==> config.mk <==
export PLATFORM = sky130hd
export DESIGN_NAME = digtal_frame_sched
export DESIGN_NICKNAME = d
export VERILOG_FILES = /design/src/rtl/digtal_frame_sched.sv
export SDC_FILE = /design/constraint.sdc
export NUM_CORES = 1
export LEC_CHECK = 0
export ABC_AREA = 1
export CORE_UTILIZATION = 40
export DETAILED_ROUTE_END_ITERATION = 7
export HOLD_SLACK_MARGIN = 0.06
export SLEW_MARGIN = 25
export SYNTH_ARGS = -nofsm -noshare
export SYNTH_HDL_FRONTEND = slang
export SYNTH_SLANG_ARGS = --single-unit
==> constraint.sdc <==
create_clock -name Clock -period 2.8 [get_ports Clock]
set_input_delay 0.56 -clock Clock [delete_from_list [all_inputs] [get_ports Clock]]
set_output_delay 0.56 -clock Clock [all_outputs]
set_load 0.05 [all_outputs]
==> src/rtl/digtal_frame_sched.sv <==
// Receive-buffer controller for the digital interface.
// Incoming bytes are written into a circular 2^ADDR_W-byte RAM. Each CS
// falling edge requests one output byte. Each frame is INS_LEN sync-header
// bytes followed by PAYLOAD_LEN payload bytes popped from the buffer.
// FILL_BYTE is sent in a payload slot when the buffer is empty.
module digtal_frame_sched #(
  parameter int          ADDR_W      = 11,
  parameter int          INS_LEN     = 4,
  parameter logic [63:0] SYNC_WORDS  = 64'hEB9090EBEB9090EB,
  parameter int          PAYLOAD_LEN = 252,
  parameter logic [7:0]  FILL_BYTE   = 8'h55
) (
  input  logic              Clock,
  input  logic              Rst_n,
  input  logic              Wr_Strobe,
  input  logic [7:0]        Wr_Data,
  input  logic              CS,
  output logic [7:0]        RAM_Data_In,
  output logic [ADDR_W-1:0] RAM_WRADD,
  output logic              RAM_WREN,
  output logic [ADDR_W-1:0] RAM_RDADD,
  output logic              RAM_RDEN,
  input  logic [7:0]        RAM_Q,
  output logic [7:0]        Out_Data,
  output logic              Out_Valid,
  output logic [ADDR_W:0]   Level,
  output logic              Ovf_Flag,
  output logic              Udf_Flag,
  output logic              Req_Err
);

  localparam logic [ADDR_W:0] DEPTH    = {1'b1, {ADDR_W{1'b0}}};
  localparam logic [16:0]     HDR_N    = 17'(INS_LEN);
  localparam logic [16:0]     CNT_LAST = 17'(INS_LEN + PAYLOAD_LEN - 1);

  typedef enum logic [1:0] {IDLE, ISSUE, EMIT} state_t;
  typedef enum logic [1:0] {SRC_HDR, SRC_RAM, SRC_FILL} src_t;

  state_t            state;
  src_t              src;
  logic              cs_s1, cs_s2, cs_d;
  logic              req, wr_ok, pop;
  logic [16:0]       cnt;
  logic [ADDR_W-1:0] wptr, rptr;
  logic [ADDR_W:0]   lvl;
  logic [7:0]        hdr_byte, hdr_next;

  // A request is a 1->0 transition of the synchronised chip select
  assign req   = cs_d & ~cs_s2;
  // Fullness uses the registered level, so a same-cycle pop never frees room
  assign wr_ok = Wr_Strobe && (lvl < DEPTH);
  assign pop   = (state == ISSUE) && (cnt >= HDR_N) && (lvl != '0);

  assign RAM_WREN    = wr_ok;
  assign RAM_WRADD   = wptr;
  assign RAM_Data_In = wr_ok ? Wr_Data : 8'h00;
  assign RAM_RDEN    = pop;
  assign RAM_RDADD   = rptr;
  assign Level       = lvl;

  // Select header byte [cnt], MSB-first within SYNC_WORDS
  always_comb begin
    hdr_next = 8'h00;
    for (int k = 0; k < 8; k++)
      if (cnt[2:0] == 3'(k)) hdr_next = SYNC_WORDS[63-8*k -: 8];
  end

  // Two-flop synchroniser plus delay stage for edge detection on CS
  always_ff @(posedge Clock or negedge Rst_n) begin
    if (!Rst_n) begin
      cs_s1 <= 1'b1;
      cs_s2 <= 1'b1;
      cs_d  <= 1'b1;
    end else begin
      cs_s1 <= CS;
      cs_s2 <= cs_s1;
      cs_d  <= cs_s2;
    end
  end

  // Buffer pointers, occupancy and overflow tracking
  always_ff @(posedge Clock or negedge Rst_n) begin
    if (!Rst_n) begin
      wptr     <= '0;
      rptr     <= '0;
      lvl      <= '0;
      Ovf_Flag <= 1'b0;
    end else begin
      if (wr_ok) wptr <= wptr + 1'b1;
      if (pop)   rptr <= rptr + 1'b1;
      if (Wr_Strobe && !wr_ok) Ovf_Flag <= 1'b1;
      case ({wr_ok, pop})
        2'b10:   lvl <= lvl + 1'b1;
        2'b01:   lvl <= lvl - 1'b1;
        default: lvl <= lvl;
      endcase
    end
  end

  // Request FSM: choose the byte source in ISSUE, present it in EMIT
  always_ff @(posedge Clock or negedge Rst_n) begin
    if (!Rst_n) begin
      state     <= IDLE;
      src       <= SRC_HDR;
      cnt       <= '0;
      hdr_byte  <= 8'h00;
      Out_Data  <= 8'h00;
      Out_Valid <= 1'b0;
      Udf_Flag  <= 1'b0;
      Req_Err   <= 1'b0;
    end else begin
      Out_Valid <= 1'b0;
      if (req && state != IDLE) Req_Err <= 1'b1;
      case (state)
        IDLE: if (req) state <= ISSUE;
        ISSUE: begin
          state <= EMIT;
          if (cnt < HDR_N) begin
            src      <= SRC_HDR;
            hdr_byte <= hdr_next;
          end else if (lvl != '0) begin
            src <= SRC_RAM;
          end else begin
            src      <= SRC_FILL;
            Udf_Flag <= 1'b1;
          end
        end
        EMIT: begin
          state     <= IDLE;
          Out_Valid <= 1'b1;
          case (src)
            SRC_HDR: Out_Data <= hdr_byte;
            SRC_RAM: Out_Data <= RAM_Q;
            default: Out_Data <= FILL_BYTE;
          endcase
          cnt <= (cnt == CNT_LAST) ? '0 : cnt + 1'b1;
        end
        default: state <= IDLE;
      endcase
    end
  end

endmodule

==> out/qor.yml, run 1 <==
status:
  run_status: "finished clean"
route:
  drt.antenna.violating_nets: 0
  detail_route.wl_per_cell_um: 13.06
  firstDrtPassIters: 4
  route.layer.met1.wl_um: 4895
  highest_signal_layer: "met4"
  detail_route.wirelength_um: 9968
  met3RoutedLength_um: 315
  via_count: 3778
  first_iter_violations: 131
  avgViaCountPerCell: 4.952
  total_met2_wirelength_after_detailed_routing_um: 4693
  route.detailed.drc: 0
final_layout:
  post_route_cells_drive_above_1_share_pct: 11.64
  num_antenna_cells: 0
  filler_cell_count: 989
  number_of_nets_in_the_final_layout: 663
  area_growth_from_synthesis_to_final_layout_pct: 29.53
  final_area_um2: 5434
clocking:
  clk_latency_ns: 0.35
  clock_tree.htree_level_count: 3
  cts_buffer_depth: 2
  cts_setup_buffers: 0
  cts_root_buf: "sky130_fd_sc_hd__clkbuf_8"
  clkSlewWorstSetupHoldPaths_ns: 0.08
  tritoncts_clock_tree: "yes"
  cts_inserted_buffers: 9
  postCtsHoldBufs: 0
  post_cts_resized: 0
  cts.sink_count: 73
worst_setup_path:
  setup.reg_to_reg.worst_slack_ns: 0.24
  startpoint: "cnt[10]$_DFFE_PN0P_"
  worst_setup_path_end_kind: "register"
  worstPathMaxFanout: 12
  worst-setup-path-type: "reg2reg"
  worst-r2r-cell-count: 13
  critPathRequiredTime_ns: 3.02
  worstSetupStartpointType: "register"
  worstReg2RegEnd: "Level[4]$_DFFE_PN0P_"
  cp_data_arrival_time_ns: 2.78
  critPathCapture: "Level[4]$_DFFE_PN0P_"
  regToRegStartpoint: "cnt[10]$_DFFE_PN0P_"
sta:
  final_max_slew_viol_count: 0
  tightestPinTransition_ns: 0.5421
  finalSetupTns_ns: 0
  achievable-frequency_mhz: 390.9
  worst_clock_skew_ns: 0.009917
  min_period_ns: 2.558
  fin_ws_ns: 0.2415
  rsz0062_at_grt: "false"
  final-setup-viol-count: 0
  maxSlewHeadroom_pct: 63.75
  final_hold_viol_count: 0
  finalCritPeriodShare_pct: 91.37
die:
  die_x_um: 104.4
  floorplan.rows: 37
  io-pin-count: 76
  coreArea_um2: 10230
  dieArea_um2: 10900
  initial_core_util_pct: 41.01
  die_y_um: 104.4
placement:
  place.detailed.hpwl_um: 7288
  port-buffer-count: 75
  postPlaceCellArea_um2: 5250
  gp_congestion: 0.8575
  pre_cts_ws_ns: 0.03880
synth:
  syn-cell-area_um2: 4195
  postSynth.asyncResetShare_pct: 100.0
  syn_inst: 536
  post_synthesis_register_bit_count: 73
  number_of_warnings_printed_during_yosys_synthesis: 0
  dominantRegCellSynth: "sky130_fd_sc_hd__dfrtp_1"
  synth_cell_types: 37
  synth_sequential_area_ratio_pct: 43.63
  synth.net_count: 576
  edff_count_synth: 0
  postSynthAreaPerCell_um2: 7.827
pwr:
  worst_ir_drop_vdd_v: 0.0004894
  leakagePower_nw: 2.577
  power_density_nw_per_um2: 882.9
global_route:
  grt_util_all_layers_pct: 19.14
  grt_residual_overflow: 0
  grt_first_pass_wirelength_um: 16910
  pin_count_of_the_biggest_net_entering_global_routing: 49
  first_global_vias: 3646
  number_of_antenna_violations_at_the_first_check_in_global_routing: 0
flow_run:
  cap_viol_max_count: 0
worst_hold_path:
  hold_class: "in2async"
## layout by cell type, fill, tap and decap left out, drive strengths merged, types with 2 or more instances in the layout
cell	n
a21oi	25
buf	19
clkbuf	9
clkdlybuf4s50	64
clkinv	2
clkinvlp	3
dfrtp	70
dfstp	3
ha	19
inv	71
nand2	136
nand3	50
nand3b	2
nand4	12
nor2	67
nor3	10
o21ai	31
xnor2	14
xor2	11
## layout make-up
type	count	area, µm²	share of cell area (%)
Clock buffer	9	123.9	2.280
Clock inverter	6	45.04	0.8289
Inverter	70	262.8	4.835
Multi-Input combinational cell	386	2079	38.27
Sequential cell	73	1844	33.94
Tap cell	136	170.2	3.131
Timing Repair Buffer	83	908.4	16.72
## synthesized netlist by cell type (2+ instances only)
master                       n  share of area, %
sky130_fd_sc_hd__dfstp_2     3               1.9
sky130_fd_sc_hd__nand4_1    11               1.6
sky130_fd_sc_hd__inv_2       4              0.36
sky130_fd_sc_hd__dfrtp_1    70                42
sky130_fd_sc_hd__inv_1      66               5.9
sky130_fd_sc_hd__xnor2_1    14               2.9
sky130_fd_sc_hd__o21ai_1     5              0.60
sky130_fd_sc_hd__a21oi_1    25               3.0
sky130_fd_sc_hd__nand3_1    48               5.7
sky130_fd_sc_hd__nor3_1      8              0.95
sky130_fd_sc_hd__nand3b_1    2              0.36
sky130_fd_sc_hd__o21ai_0    26               3.1
sky130_fd_sc_hd__nor2_4      4               1.1
sky130_fd_sc_hd__nand2_1   134                12
sky130_fd_sc_hd__buf_2       5              0.60
sky130_fd_sc_hd__xor2_1     11               2.3
sky130_fd_sc_hd__nor2_1     58               5.2
sky130_fd_sc_hd__ha_1       19               5.7
sky130_fd_sc_hd__nor2_2      5              0.75
## routing by layer
layer  GRT usage (%)  vias up
met5               0        -
met4           4.694        0
met3           4.511        4
met2           31.13       66
met1           25.64     1813
li1                -     1895
## state kept, by name, summed over array words and instances, names as in the netlist
register	flops
Udf_Flag	1
Out_Data	8
cs_s1	1
RAM_RDADD	11
Req_Err	1
cs_d	1
cnt	17
Level	12
Out_Valid	1
Ovf_Flag	1
hdr_byte	3
src	2
state	2
RAM_WRADD	11
cs_s2	1
## how the worst min path moves through the flow
stage / startpoint / end / slack (ns) / cells past startpoint
global placement: cs_s1$_DFF_PN1_ / cs_s2$_DFF_PN1_ / 0.35 / 0
finish: Rst_n / cnt[12]$_DFFE_PN0P_ / 0.13 / 1
CTS: Rst_n / cnt[12]$_DFFE_PN0P_ / 0.13 / 1
floorplan: Rst_n / Level[0]$_DFFE_PN0P_ / 0.26 / 0
detailed placement: cs_s1$_DFF_PN1_ / cs_s2$_DFF_PN1_ / 0.35 / 0
global route: Rst_n / cnt[13]$_DFFE_PN0P_ / 0.14 / 1
## power breakdown
part / internal [mW] / switching, mW
Clock: 0.319 / 0.420
Combinational: 0.875 / 1.57
Sequential: 1.33 / 0.279
Total: 2.52 / 2.27
## metrics by stage
stage / std cells / util, % / power, mW / hold WS (ns)
after floorplan: 536 / - / 3.202 / 0.2644
after global placement: 748 / 51.31 / 4.045 / 0.3456
after detailed placement: 748 / 51.31 / 4.065 / 0.3545
after CTS: 763 / 52.97 / 4.829 / 0.1311
after global routing: 763 / 53.11 / 5.097 / 0.1369
final: 763 / 53.11 / 4.798 / 0.1279
## worst max-delay path, cell delays in order, from the launching register on
cell                      delay, ns
sky130_fd_sc_hd__dfrtp_1       0.44
sky130_fd_sc_hd__nor2_1        0.16
sky130_fd_sc_hd__nand3_1       0.10
sky130_fd_sc_hd__nor2_2        0.15
sky130_fd_sc_hd__nand2_4       0.11
sky130_fd_sc_hd__nand2_1       0.12
sky130_fd_sc_hd__nor2_4        0.06
sky130_fd_sc_hd__ha_4          0.21
sky130_fd_sc_hd__fa_1          0.40
sky130_fd_sc_hd__nand3_1       0.09
sky130_fd_sc_hd__nand3_1       0.15
sky130_fd_sc_hd__or2_2         0.31
sky130_fd_sc_hd__nand3_1       0.06
sky130_fd_sc_hd__o21ai_0       0.08
## cells by family after synthesis
kind of cell	after synthesis	share of synthesized area (%)
simple gates	280	30.15
flops	73	43.63
compound gates	61	7.635
fa+ha+maj	20	6.144
xor+xnor	25	5.219
buf+inv	77	7.217
No activity file was read; power rests on OpenSTA's default activity.
==> inputs of run 2 (changes only) <==
--- a/config.mk
+++ b/config.mk
@@ -8,7 +8,9 @@
 export ABC_AREA = 1
 export CORE_UTILIZATION = 40
 export DETAILED_ROUTE_END_ITERATION = 7
+export GPL_TIMING_DRIVEN = 0
 export HOLD_SLACK_MARGIN = 0.06
+export PLACE_DENSITY_LB_ADDON = 0.05
 export SLEW_MARGIN = 25
 export SYNTH_ARGS = -nofsm -noshare
 export SYNTH_HDL_FRONTEND = slang
==> out/qor.yml, run 2 (same netlist as run 1, synthesis figures left out) <==
status:
  run_status: "finished clean"
route:
  detail_route.wl_per_cell_um: 12.54  # -4.0%
  route.layer.met1.wl_um: 4598  # -6.1%
  highest_signal_layer: "met4"
  detail_route.wirelength_um: 9654  # -3.2%
  route.detailed.drc: 0  # unchanged
  first_iter_violations: 153  # +17%
  met3RoutedLength_um: 359  # +14%
  total_met2_wirelength_after_detailed_routing_um: 4564  # -2.7%
  avgViaCountPerCell: 4.829  # -2.5%
  drt.antenna.violating_nets: 0  # unchanged
  via_count: 3718  # -1.6%
  firstDrtPassIters: 4  # unchanged
sta:
  fin_ws_ns: 0.06222  # -0.1793 ns
  final_max_slew_viol_count: 0  # unchanged
  worst_clock_skew_ns: 0.01246  # +0.002539 ns
  maxSlewHeadroom_pct: 64.55  # +0.80 points
  timing.hold.ws_ns: 0.1047  # -0.02317 ns
  min_period_ns: 2.738  # +0.1793 ns
  tightestPinTransition_ns: 0.5301  # -0.01197 ns
  finalCritPeriodShare_pct: 97.78  # +6.4 points
  finalSetupTns_ns: 0  # unchanged
  achievable-frequency_mhz: 365.3  # -6.5%
  final_hold_viol_count: 0  # unchanged
  final-setup-viol-count: 0  # unchanged
worst_setup_path:
  worstSetupStartpointType: "input port"
  cp_data_arrival_time_ns: 2.18  # -0.60 ns
  worst-setup-path-type: "in2out"
  cp_slowest_cell: "sky130_fd_sc_hd__dlygate4sd2_1"
  worstPathMaxFanout: 10  # -2
  cp_cell_sequence: "clkdlybuf4s50_1 -> inv_1 -> nor2_4 -> inv_1 -> buf_2 -> nor2_1 -> dlygate4sd2_1"
  worst-path-buf-inv: 5  # +5
  worst_setup_path_end_kind: "primary output"
  cpPeakStageDelay_ns: 0.54  # +0.10 ns
  critPathRequiredTime_ns: 2.24  # -0.78 ns
  timing.critical_path.max_delay_family: "buffers and inverters"
  critical_path.most_common_cell: "sky130_fd_sc_hd__inv_1"
clocking:
  clk_latency_ns: 0.35  # about the same
  clkSlewWorstSetupHoldPaths_ns: 0.09  # about the same
  cts.sink_count: 73  # unchanged
  tritoncts_clock_tree: "yes"
  cts_buffer_depth: 2  # unchanged
  cts_inserted_buffers: 9  # unchanged
  cts_root_buf: "sky130_fd_sc_hd__clkbuf_8"
  clock_tree.htree_level_count: 3  # unchanged
die:
  initial_core_util_pct: 41.01  # unchanged
  dieArea_um2: 10900  # unchanged
  coreArea_um2: 10230  # unchanged
  die_x_um: 104.4  # unchanged
  floorplan.rows: 37  # unchanged
  die_y_um: 104.4  # unchanged
  io-pin-count: 76  # unchanged
placement:
  postPlaceCellArea_um2: 5157  # -1.8%
  place.detailed.hpwl_um: 7112  # -2.4%
  pre_cts_ws_ns: -0.4001  # -0.4389 ns
  port-buffer-count: 75  # unchanged
  gp_congestion: 0.8541  # -0.40%
global_route:
  first_global_vias: 3732  # +2.4%
  grt_first_pass_wirelength_um: 17060  # +0.86%
  number_of_antenna_violations_at_the_first_check_in_global_routing: 0  # unchanged
  pin_count_of_the_biggest_net_entering_global_routing: 51  # +4.1%
  grt_residual_overflow: 0  # unchanged
  grt_util_all_layers_pct: 19.10  # -0.037 points
final_layout:
  area_growth_from_synthesis_to_final_layout_pct: 29.32
  largest_reg_flops: 17  # unchanged
  ff_latch_area_um2: 1844  # unchanged
  final_area_um2: 5425  # -0.16%
  finalCoreUtilization_pct: 53.03  # -0.086 points
  multi_input_comb_area_um2: 2098  # +0.90%
  post_route_cells_drive_above_1_share_pct: 11.99  # +0.34 points
  most_frequent_standard_cell_in_the_layout_excluding_fill_and_tap_cells: "sky130_fd_sc_hd__nand2_1"
  num_antenna_cells: 0  # unchanged
  most_flops_register: "cnt"
  filler_cell_count: 1013  # +2.4%
  final_cell_mix: "sky130_fd_sc_hd__nand2_1, sky130_fd_sc_hd__inv_1, sky130_fd_sc_hd__clkdlybuf4s50_1"
  number_of_nets_in_the_final_layout: 669  # +0.90%
pwr:
  power_density_nw_per_um2: 890.2  # +0.83%
  worst_ir_drop_vdd_v: 0.0005601  # +14%
  leakagePower_nw: 2.611  # +1.3%
worst_hold_path:
  hold_class: "in2async"
flow_run:
  cap_viol_max_count: 0  # unchanged
[run 2: final timing paths]
| path | start | end | slack [ns] | depth (start not counted) |
|---|---|---|---|---|
| min | Rst_n | Level[8]$_DFFE_PN0P_ | 0.10 | 1 |
| min reg2reg | cs_s1$_DFF_PN1_ | cs_s2$_DFF_PN1_ | 0.36 | 0 |
| max | Wr_Strobe | RAM_Data_In[3] | 0.06 | 7 |
| max in group asynchronous | Rst_n | cs_d$_DFF_PN1_ | 2.07 | 2 |
| min in group Clock | cs_s1$_DFF_PN1_ | cs_s2$_DFF_PN1_ | 0.36 | 0 |
| max reg2reg | cnt[5]$_DFFE_PN0P_ | Level[4]$_DFFE_PN0P_ | 0.19 | 13 |
[run 2: timing repair]
action / CTS / global route
hold buffers: 0 / 0
setup buffers: 0 / 6
pin swaps: 0 / 2
endpoints found under the setup margin: 12 / 15
resized for setup: 10 / 15
gates cloned: 0 / 0
[run 2: routing by layer]
metal	up-vias	track usage, %
met5	-	0
met4	0	5.408
met3	14	4.135
met2	70	31.17
met1	1727	25.44
li1	1907	-
[run 2: where the power goes]
group	internal (mW)	total [mW]	leakage, nW	switching, mW
sequential	1.33	1.62	0.920	0.289
combinational	0.809	2.36	1.59	1.55
clock	0.419	0.851	0.100	0.432
total	2.56	4.83	2.61	2.27
[run 2: cell type report]
type / count / share of cell area [%]
Inverter: 70 / 4.843
Timing Repair Buffer: 82 / 14.90
Buffer: 7 / 0.7380
Multi-Input combinational cell: 386 / 38.68
Clock inverter: 7 / 1.430
Clock buffer: 9 / 2.283
Tap cell: 136 / 3.137
Sequential cell: 73 / 33.99
[run 2: worst reg2reg max path, cell delays in order (launching register included)]
cell                      delay [ns]
sky130_fd_sc_hd__dfrtp_1        0.42
sky130_fd_sc_hd__inv_1          0.13
sky130_fd_sc_hd__nand4_1        0.12
sky130_fd_sc_hd__nor2_1         0.19
sky130_fd_sc_hd__nand2_4        0.12
sky130_fd_sc_hd__nand2_1        0.12
sky130_fd_sc_hd__nor2_4         0.07
sky130_fd_sc_hd__ha_4           0.22
sky130_fd_sc_hd__fa_2           0.39
sky130_fd_sc_hd__nand3_1        0.08
sky130_fd_sc_hd__nand3_1        0.15
sky130_fd_sc_hd__or2_2          0.32
sky130_fd_sc_hd__nand3_1        0.07
sky130_fd_sc_hd__o21ai_0        0.08
[run 2: per-stage QoR]
stage / total power [mW] / cells
after global routing: 5.163 / 770
after floorplan: 3.202 / 536
after global placement: 3.949 / 747
after detailed placement: 3.980 / 748
final: 4.830 / 770
after CTS: 4.846 / 764
==> inputs of run 3 (changes only) <==
--- a/config.mk
+++ b/config.mk
@@ -11,6 +11,7 @@
 export GPL_TIMING_DRIVEN = 0
 export HOLD_SLACK_MARGIN = 0.06
 export PLACE_DENSITY_LB_ADDON = 0.05
+export SETUP_SLACK_MARGIN = 0.02
 export SLEW_MARGIN = 25
 export SYNTH_ARGS = -nofsm -noshare
 export SYNTH_HDL_FRONTEND = slang
==> out/qor.yml, run 3 (same netlist as run 1, synthesis figures left out) <==
worst_setup_path:
  worstSetupStartpointType: "input port"
  worstPathMaxFanout: 10  # unchanged
  cp_data_arrival_time_ns: 2.16  # -0.02 ns
  critPathRequiredTime_ns: 2.24  # about the same
  worst-setup-path-type: "in2out"
  worst_setup_path_end_kind: "primary output"
die:
  io-pin-count: 76  # unchanged
  floorplan.rows: 37  # unchanged
  initial_core_util_pct: 41.01  # unchanged
  coreArea_um2: 10230  # unchanged
  die_y_um: 104.4  # unchanged
  dieArea_um2: 10900  # unchanged
  die_x_um: 104.4  # unchanged
status:
  run_status: "finished clean"
flow_run:
  cap_viol_max_count: 0  # unchanged
route:
  firstDrtPassIters: 5  # +1
  drt.antenna.violating_nets: 0  # unchanged
  avgViaCountPerCell: 4.861  # +0.67%
  via_count: 3743  # +0.67%
  detail_route.wl_per_cell_um: 12.56  # +0.15%
  route.detailed.drc: 0  # unchanged
  detail_route.wirelength_um: 9668  # +0.15%
  first_iter_violations: 152  # -0.65%
global_route:
  grt.met1_usage_pct: 25.44  # unchanged
  use_met3_pct: 4.135  # unchanged
  number_of_antenna_violations_at_the_first_check_in_global_routing: 0  # unchanged
  global_route.usage.met2_pct: 31.17  # unchanged
  grt_first_pass_wirelength_um: 17060  # unchanged
  grt-busiest-layer: "met2"
  pin_count_of_the_biggest_net_entering_global_routing: 51  # unchanged
  grt_util_all_layers_pct: 19.10  # unchanged
  grt_residual_overflow: 0  # unchanged
  first_global_vias: 3732  # unchanged
sta:
  rsz0062_at_grt: "false"
  min_period_ns: 2.716  # -0.02172 ns
  final_max_slew_viol_count: 0  # unchanged
  final-setup-viol-count: 0  # unchanged
  final_hold_viol_count: 0  # unchanged
  achievable-frequency_mhz: 368.2  # +0.80%
  fin_ws_ns: 0.08394  # +0.02172 ns
  maxSlewHeadroom_pct: 64.51  # about the same
  tightestPinTransition_ns: 0.5306  # +0.0005006 ns
  timing.hold.ws_ns: 0.1038  # -0.0008910 ns
  finalCritPeriodShare_pct: 97.00  # -0.78 points
  worst_clock_skew_ns: 0.01229  # -0.0001632 ns
final_layout:
  num_antenna_cells: 0  # unchanged
  number_of_nets_in_the_final_layout: 669  # unchanged
  filler_cell_count: 1018  # +0.49%
  instances_no_fill: 770  # unchanged
  finalCoreUtilization_pct: 52.89  # -0.13 points
  final_cell_mix: "sky130_fd_sc_hd__nand2_1, sky130_fd_sc_hd__inv_1, sky130_fd_sc_hd__clkdlybuf4s50_1"
  largest_reg_flops: 17  # unchanged
  ff_latch_area_um2: 1844  # unchanged
  most_frequent_standard_cell_in_the_layout_excluding_fill_and_tap_cells: "sky130_fd_sc_hd__nand2_1"
  multi_input_comb_area_um2: 2101  # +0.12%
  post_route_cells_drive_above_1_share_pct: 12.78  # +0.79 points
  area_growth_from_synthesis_to_final_layout_pct: 28.99
  most_flops_register: "cnt"
pwr:
  power_frac_clock_pct: 17.6  # about the same
  power_report.internal_total_mw: 2.558  # about the same
  combPwrFrac_pct: 48.9  # about the same
  worst_ir_drop_vdd_v: 0.0005590  # -0.20%
  switching_share_pct: 47.06  # about the same
  totalPowerFinal_mw: 4.832  # about the same
  power_density_nw_per_um2: 892.9  # +0.30%
  leakagePower_nw: 2.604  # -0.27%
  power.share.sequential_pct: 33.5  # about the same
  switchingPower_mw: 2.274  # +0.10%
clocking:
  cts_buffer_depth: 2  # unchanged
  cts_root_buf: "sky130_fd_sc_hd__clkbuf_8"
  cts_inserted_buffers: 9  # unchanged
  clkSlewWorstSetupHoldPaths_ns: 0.09  # about the same
  clk_latency_ns: 0.35  # about the same
  cts.sink_count: 73  # unchanged
  clock_tree.htree_level_count: 3  # unchanged
  postCtsHoldBufs: 0  # unchanged
  tritoncts_clock_tree: "yes"
placement:
  pre_cts_ws_ns: -0.4001  # unchanged
  port-buffer-count: 75  # unchanged
  dp.cells: 748  # unchanged
  place.detailed.hpwl_um: 7112  # unchanged
  gp_congestion: 0.8541  # unchanged
worst_hold_path:
  hold_class: "in2async"
[run 3: cell count changes in the layout (fill, tap and decap cells not counted)]
cell / previous run / this run
sky130_fd_sc_hd__clkdlybuf4s15_1: 3 / 2
sky130_fd_sc_hd__clkbuf_2: 2 / 6
sky130_fd_sc_hd__dlygate4sd2_1: 4 / 1
sky130_fd_sc_hd__nor2_2: 6 / 7
sky130_fd_sc_hd__nor2_1: 57 / 56
[run 3: final cells by class]
cell class / instances / area share (%)
multi-input combinational: 386 / 38.82
inverter: 70 / 4.855
timing repair buffer: 82 / 14.64
clock inverter: 7 / 1.434
tap: 136 / 3.145
clock buffer: 9 / 2.289
sequential: 73 / 34.08
buffer: 7 / 0.7399
[run 3: path summary, 6_finish.rpt]
path                                    start                    to  slack (ns)  depth (start not counted)
setup / recovery                    Wr_Strobe        RAM_Data_In[3]        0.08                          7
hold / removal                          Rst_n  Level[8]$_DFFE_PN0P_        0.10                          1
setup reg to reg           cnt[5]$_DFFE_PN0P_  Level[4]$_DFFE_PN0P_        0.22                         13
hold reg to reg               cs_s1$_DFF_PN1_       cs_s2$_DFF_PN1_        0.36                          0
max in group asynchronous               Rst_n        cs_d$_DFF_PN1_        2.07                          2
min in group Clock            cs_s1$_DFF_PN1_       cs_s2$_DFF_PN1_        0.36                          0
[run 3: per-layer routing]
metal | wire (µm) | share of wire [%]
met3 | 374 | 3.9
met5 | 0 | 0
met2 | 4586 | 47
met1 | 4576 | 47
met4 | 131 | 1.4
[run 3: worst max-delay path: stages]
cell,delay [ns]
sky130_fd_sc_hd__clkdlybuf4s50_1,0.47
sky130_fd_sc_hd__inv_1,0.07
sky130_fd_sc_hd__nor2_4,0.16
sky130_fd_sc_hd__inv_1,0.07
sky130_fd_sc_hd__buf_2,0.20
sky130_fd_sc_hd__nor2_1,0.11
sky130_fd_sc_hd__clkdlybuf4s15_1,0.51
[run 3: repair_timing]
action | in CTS | in global routing
buffers inserted | 0 | 6
cloned | 0 | 0
gates resized for setup | 10 | 23
endpoints found under the setup margin | 14 | 17
pin swaps | 0 | 2
[run 3: metrics by stage]
step | cell area (µm²) | TNS (ns)
after floorplan | 4212 | 0
after global placement | 5132 | -118.01
after detailed placement | 5157 | -4.939
after CTS | 5358 | 0
after global routing | 5411 | 0
final | 5411 | 0
[run 3: power by group through the flow]
stage | Clock [mW] | Sequential (mW) | Combinational (mW)
detailed placement | 0 | 1.63 | 2.35
floorplan | 0 | 2.28 | 0.923
finish | 0.850 | 1.62 | 2.36
global route | 0.933 | 1.67 | 2.57
global placement | 0 | 1.63 | 2.32
CTS | 0.883 | 1.62 | 2.35
